### src/rtl/cond_select_arb.sv
// Registered N-way condition selector with priority/unique/unique0 semantics and violation tracking.
// Optional feature: define COND_SEL_RR_EN for round-robin multi-hit resolution in MODE 1/2.
module cond_select_arb #(
  parameter int N        = 4,
  parameter int MODE     = 0,
  parameter int HAS_ELSE = 1,
  parameter int CNT_W    = 8,
  localparam int IdxW    = (N > 1) ? $clog2(N) : 1
) (
  input  logic             clk,
  input  logic             rst_n,
  input  logic [N-1:0]     req_i,
  input  logic             req_valid_i,
  output logic             req_ready_o,
  output logic [N-1:0]     gnt_o,
  output logic [IdxW-1:0]  gnt_idx_o,
  output logic             none_o,
  output logic             gnt_valid_o,
  input  logic             gnt_ready_i,
  output logic             multi_err_o,
  output logic             none_err_o,
  output logic             err_sticky_o,
  input  logic             err_clr_i,
  output logic [CNT_W-1:0] multi_cnt_o,
  output logic [CNT_W-1:0] none_cnt_o
);

  localparam logic [CNT_W-1:0] CntMax = '1;

  logic             gnt_valid_q;
  logic [N-1:0]     gnt_q;
  logic [IdxW-1:0]  gnt_idx_q;
  logic             none_q;
  logic             multi_err_q;
  logic             none_err_q;
  logic             sticky_q, sticky_d;
  logic [CNT_W-1:0] multi_cnt_q, multi_cnt_d;
  logic [CNT_W-1:0] none_cnt_q, none_cnt_d;

  logic             accept;
  logic             any_hit;
  logic             multi_hit;
  logic             viol_multi;
  logic             viol_none;
  logic [IdxW-1:0]  low_idx;
  logic [IdxW-1:0]  sel_idx;
  logic [N-1:0]     sel_oh;
  logic [CNT_W-1:0] multi_base;
  logic [CNT_W-1:0] none_base;

`ifdef COND_SEL_RR_EN
  logic [IdxW-1:0]  ptr_q;
  logic [IdxW-1:0]  rr_idx;
  logic [IdxW-1:0]  pos_idx;
  logic             rr_found;
  int               pos;
`endif

  assign req_ready_o = !gnt_valid_q || gnt_ready_i;
  assign accept      = req_valid_i && req_ready_o;

  always_comb begin
    any_hit   = |req_i;
    // Clearing the lowest set bit leaves something only if two or more bits were set.
    multi_hit = |(req_i & (req_i - N'(1)));
    low_idx   = '0;
    for (int i = N - 1; i >= 0; i--) begin
      if (req_i[i]) low_idx = IdxW'(i);
    end

`ifdef COND_SEL_RR_EN
    rr_idx   = low_idx;
    rr_found = 1'b0;
    pos      = 0;
    pos_idx  = '0;
    for (int k = 0; k < N; k++) begin
      pos = int'(ptr_q) + 1 + k;
      if (pos >= N) pos = pos - N;
      pos_idx = pos[IdxW-1:0];
      if (!rr_found && req_i[pos_idx]) begin
        rr_found = 1'b1;
        rr_idx   = pos_idx;
      end
    end
    sel_idx = (MODE != 0) ? rr_idx : low_idx;
`else
    sel_idx = low_idx;
`endif

    sel_oh = '0;
    if (any_hit) sel_oh[sel_idx] = 1'b1;

    viol_multi = (MODE != 0) && multi_hit;
    viol_none  = !any_hit && (HAS_ELSE == 0) && (MODE != 2);

    // Clear takes effect before the increment of a coincident violation.
    multi_base  = err_clr_i ? '0 : multi_cnt_q;
    none_base   = err_clr_i ? '0 : none_cnt_q;
    multi_cnt_d = multi_base;
    none_cnt_d  = none_base;
    if (accept && viol_multi && (multi_base != CntMax)) multi_cnt_d = multi_base + CNT_W'(1);
    if (accept && viol_none && (none_base != CntMax)) none_cnt_d = none_base + CNT_W'(1);

    sticky_d = err_clr_i ? 1'b0 : sticky_q;
    if (accept && (viol_multi || viol_none)) sticky_d = 1'b1;
  end

  always_ff @(posedge clk or negedge rst_n) begin
    if (!rst_n) begin
      gnt_valid_q <= 1'b0;
      gnt_q       <= '0;
      gnt_idx_q   <= '0;
      none_q      <= 1'b0;
      multi_err_q <= 1'b0;
      none_err_q  <= 1'b0;
    end else if (accept) begin
      gnt_valid_q <= 1'b1;
      gnt_q       <= sel_oh;
      gnt_idx_q   <= any_hit ? sel_idx : '0;
      none_q      <= !any_hit;
      multi_err_q <= viol_multi;
      none_err_q  <= viol_none;
    end else if (gnt_ready_i) begin
      gnt_valid_q <= 1'b0;
      multi_err_q <= 1'b0;
      none_err_q  <= 1'b0;
    end
  end

  always_ff @(posedge clk or negedge rst_n) begin
    if (!rst_n) begin
      sticky_q    <= 1'b0;
      multi_cnt_q <= '0;
      none_cnt_q  <= '0;
    end else begin
      sticky_q    <= sticky_d;
      multi_cnt_q <= multi_cnt_d;
      none_cnt_q  <= none_cnt_d;
    end
  end

`ifdef COND_SEL_RR_EN
  // Pointer starts at N-1 so the first search begins at channel 0.
  always_ff @(posedge clk or negedge rst_n) begin
    if (!rst_n) begin
      ptr_q <= IdxW'(N - 1);
    end else if (accept && any_hit) begin
      ptr_q <= sel_idx;
    end
  end
`endif

  assign gnt_valid_o  = gnt_valid_q;
  assign gnt_o        = gnt_q;
  assign gnt_idx_o    = gnt_idx_q;
  assign none_o       = none_q;
  assign multi_err_o  = multi_err_q;
  assign none_err_o   = none_err_q;
  assign err_sticky_o = sticky_q;
  assign multi_cnt_o  = multi_cnt_q;
  assign none_cnt_o   = none_cnt_q;

endmodule

### config.mk
export PLATFORM = sky130hd
export DESIGN_NAME = cond_select_arb
export DESIGN_NICKNAME = d
export VERILOG_FILES = /design/src/rtl/cond_select_arb.sv
export SDC_FILE = /design/constraint.sdc
export NUM_CORES = 1
export LEC_CHECK = 0
export BUFFER_PORTS_ARGS = -buffer_cell sky130_fd_sc_hd__buf_4
export CORE_MARGIN = 2
export CORE_UTILIZATION = 40
export DETAILED_ROUTE_END_ITERATION = 8
export GPL_TIMING_DRIVEN = 0
export HOLD_SLACK_MARGIN = 0.06
export PLACE_DENSITY = 0.74
export RECOVER_POWER = 100
export SETUP_SLACK_MARGIN = 0.05
export SLEW_MARGIN = 20
export SYNTH_ARGS = -nofsm -noshare
export SYNTH_HDL_FRONTEND = slang
export SYNTH_SLANG_ARGS = --single-unit
export TNS_END_PERCENT = 100
### constraint.sdc
create_clock -name clk -period 2.55 [get_ports clk]
set_clock_uncertainty 0.05 [all_clocks]
set_input_delay 0.51 -clock clk [delete_from_list [all_inputs] [get_ports clk]]
set_output_delay 0.51 -clock clk [all_outputs]
set_load 0.01 [all_outputs]
[Word level (Yosys, flattened, before mapping)]
Index checks and enable logic that the tools add are counted.
Cells by class
  reductions and logical operators: 7
  magnitude comparators: 2
  mux-type cells: 11
Operator list (count)
  2-bit two-way mux: 5
  1-bit two-way mux: 4
  4-bit two-way mux: 1
  4-bit OR reduction: 1
  2-bit by 3-bit < comparator with 1-bit output (second input constant): 1
  1-bit demux with 2-bit select: 1
  2-bit by 1-bit >= comparator with 1-bit output (second input constant): 1
  1-bit logical AND: 2
  1-bit zero test: 2
  2-bit nonzero test: 1
  1-bit logical OR: 1
Storage, ports and cells
  register bits: 9
  bits of input ports: 9
  output and inout bits: 28
  word-level logic and storage cells: 25

[Logic depth before layout (Yosys ltp)]
  depth after elaboration: 9
  gate-level depth with buffers: 3
  mapped depth without buffers: 3

[Worst setup path before layout]
No wires, ideal clock.
  path type: input-to-reg
  start point: input port gnt_ready_i
  end point: register gnt_idx_q[0] (netlist: gnt_idx_o[0])
  arrival: 1.093 ns
  setup time: 0.125 ns
  cell stages on the path: 3
  path buffers: 0
  data required time: 2.375 ns
  path slack: 1.282 ns
  cell sequence: nand2b_4 > nand2_4 > mux2_4
On the way
  cells in the longest elaborated chain, start to end: 2
RTL lines
  start: declaration: RTL line 19  | input logic gnt_ready_i,
  1-bit logical OR: RTL line 59  | assign req_ready_o = !gnt_valid_q || gnt_ready_i;
  1-bit logical AND: RTL line 60  | assign accept = req_valid_i && req_ready_o;
  end signal: assignment: RTL line 119  | gnt_idx_q <= any_hit ? sel_idx : '0;
  end: declaration: RTL line 32  | logic [IdxW-1:0] gnt_idx_q;
Every way passes these cells.
A chain may end at the register's enable or synchronous reset.

[Worst setup path in the final report]
  start point: input port gnt_ready_i
  end point: output port req_ready_o
On the way
  cells in the longest elaborated chain, start to end: 1
RTL lines
  1-bit logical OR: RTL line 59
  end: declaration: RTL line 14  | output logic req_ready_o,
Every way passes these cells.

==> summary.md <==
| Metric | Value |
|---|---|
| Outcome | `finished clean` |
| CTS root buffer | `clkbuf_4` |
| Synthesis-to-finish area growth | `30.9%` |
| CTS tree | `yes` |
| Crit. End Element | `primary output` |
| Vias per cell | `3.61` |
| RSZ-0062 raised after global routing | `no` |
| Post-synth top area share | `0.377` |
| Synth area leaders | `dfrtp_1 38%, buf_4 27%, mux2_4 20%` |
| Vias in the first global route | `318` |
| Worst path bufs/invs | `2` |
| Data arrival time of the critical path | `0.91 ns` |
| Sequential share of the synthesized area | `0.377` |
| Max_cap viols | `0` |
| Worst-skew pair later-pin latency | `0.25 ns` |
| Placed Area | `737 um^2` |
| Via Count | `361` |
| Min Hold Slack | `0.411 ns` |
| Max Root-Sink Buffers | `2` |
| Horiz. Die Dim | `40.4 um` |
| Reg clk slew, reported paths | `0.05 ns` |
| Leak | `0.394 nW` |
| Setup TNS | `0 ns` |
| Filler instances | `136` |
| Core ar. | `1270 um^2` |
| Synth Register Bits | `8` |
| Grt total ovfl | `0` |
| Critical Path RT | `1.99 ns` |
| Type of the tightest min-delay check | `input port to register` |
| Final hold violations | `0` |
| Setup Crit Path Kind | `input port to primary output` |
| Setup Viol. Count Final | `0` |
| Worst path cell trace | `buf_4, nand2b_1, clkbuf_1` |
| First-pass GRT wire length | `1360 um` |
| Antenna Violating Nets Remaining | `0` |
| Setup bufs post-CTS | `0` |
| Largest net degree at the start of global routing | `9` |
| Mapped Avg Cell Area | `11.3 um^2` |
| Worst Setup Start Kind | `input port` |
| CTS H-Tree Depth | `1` |
| Maximum VDD drop | `0.209 mV` |
| Routed WL per cell | `9.57 um` |
| FP Rows | `13` |
| Area of the multi-input gates | `214 um^2` |
| Drt pass-1 iters | `2` |
| Slew Viols, Final | `0` |
| Slowest CP cell | `nand2b_1` |
| Die area | `1630 um^2` |
| Routed wire length | `957 um` |
| CP delay by family, top | `buffers and inverters` |
| Crit path from | `gnt_ready_i` |
| Post-layout minimum cycle time | `1.47 ns` |
| Design area | `694 um^2` |
| # hold bufs at CTS | `1` |
| Area leader, netlist | `dfrtp_1` |
| Post-Syn Area | `531 um^2` |
| GPL Wtd Cong | `0.714` |
| Die Height | `40.4 um` |
| Boundary Pins | `37` |
| HPWL Detailed | `805 um` |
| Share of cells above drive strength 1 | `0.341` |
| Hold_sp | `req_valid_i` |
| Nets@finish | `96` |
| Antenna violations before repair | `0` |
| Critical path's largest stage delay | `0.16 ns` |
| Initial Util | `0.418` |
| Cell count after synthesis | `47` |
| Synthesis Warnings | `0` |
| Post-CTS sizing | `0` |
| Register area | `200 um^2` |
| Yosys cell types | `14` |
| Number of I/O port buffers | `16` |
| Reg2reg start | `gnt_valid_o` |
| Peak Freq | `0.683 GHz` |
| Iter 0 DRT Violations | `4` |
| All-layer global routing usage | `0.136` |
| Clk sink count | `8` |
| Tcrit/Tclk final | `0.575` |
| DRC | `0` |
| PD cells | `472 nW/um^2` |
| N_diodes | `0` |
| Cts bufs inserted | `3` |
| Max FO, Critical Path | `3` |
[worst paths after layout]
| kind | endpoint | slack, ns | cells after the start |
|---|---|---|---|
| worst max-delay path | req_ready_o | 1.08 | 3 |
| worst min-delay path | gnt_valid_o | 0.41 | 2 |
| worst max register to register | gnt_idx_o[0] | 1.29 | 3 |
| worst min register to register | gnt_o[0] | 0.45 | 1 |
| max in group asynchronous | none_o | 1.50 | 2 |
| min in group asynchronous | gnt_o[2] | 0.66 | 2 |
[cell usage after synthesis, drive strengths merged]
cell type and number:
or2b 1, a21oi 1, nor2 2, nor3b 1, buf 19, nand2b 2, nor3 2, dfrtp 8
nor4 1, inv 1, conb 1, nand2 1, mux2 7
[flip-flops by register name, summed over array words and instances, names as in the netlist]
signal       cells
none_o           1
gnt_valid_o      1
gnt_o            4
gnt_idx_o        2
[layout by cell type (no fill, tap or decap), drive strengths merged]
cell	synthesis	routed
buf	19	25
conb	1	19
clkbuf	0	13
dfrtp	8	8
mux2	7	7
nand2b	2	2
nor2	2	2
nor3	2	2
nor3b	1	1
nand2	1	1
inv	1	1
or2b	1	1
nor4	1	1
a21oi	1	1
dlygate4sd3	0	1
[worst register-to-register path, stage by stage, from the launching register on]
cell,delay (ns)
dfrtp_1,0.37
nand2b_1,0.10
nand2_1,0.22
mux2_1,0.39
[where the power goes]
part           switching [mW]  total (mW)  internal [mW]  leakage [nW]
Sequential            0.00711       0.146          0.139         0.102
Clock                  0.0408      0.0945         0.0537        0.0138
Combinational          0.0439      0.0866         0.0427         0.278
Total                  0.0918       0.328          0.236         0.394
[metal layers]
| layer | wire length [um] | GRT usage | vias up |
|---|---|---|---|
| met4 | 0 | 0.0750 | 0 |
| met2 | 468 | 0.222 | 17 |
| li1 | - | - | 192 |
| met1 | 399 | 0.151 | 152 |
| met5 | 0 | 0 | - |
| met3 | 88 | 0.0500 | 0 |
[through the flow]
step                       util  setup WS (ns)  total power [mW]  instances
after floorplan               -           1.28             0.218         65
after global placement    0.581           1.09             0.255         96
after detailed placement  0.581           1.09             0.259         96
after CTS                 0.607           1.09             0.356        100
after global routing      0.547           1.04             0.351        100
final                     0.547           1.08             0.328        100
[kinds of logic after synthesis]
kind of cell,share of synthesized area
other,0.00707
DFF,0.377
muxes,0.198
and+or+nand+nor,0.132
AOI/OAI and AO/OA,0.00942
buffers and inverters,0.276
[final cells by class]
class	instances	area share
Clock buffer	3	0.0324
Buffer	19	0.205
Tap cell	15	0.0270
Sequential cell	8	0.288
Inverter	1	0.00541
Multi-Input combinational cell	37	0.308
Timing Repair Buffer	17	0.133
Power figures use the tool's default switching activity.
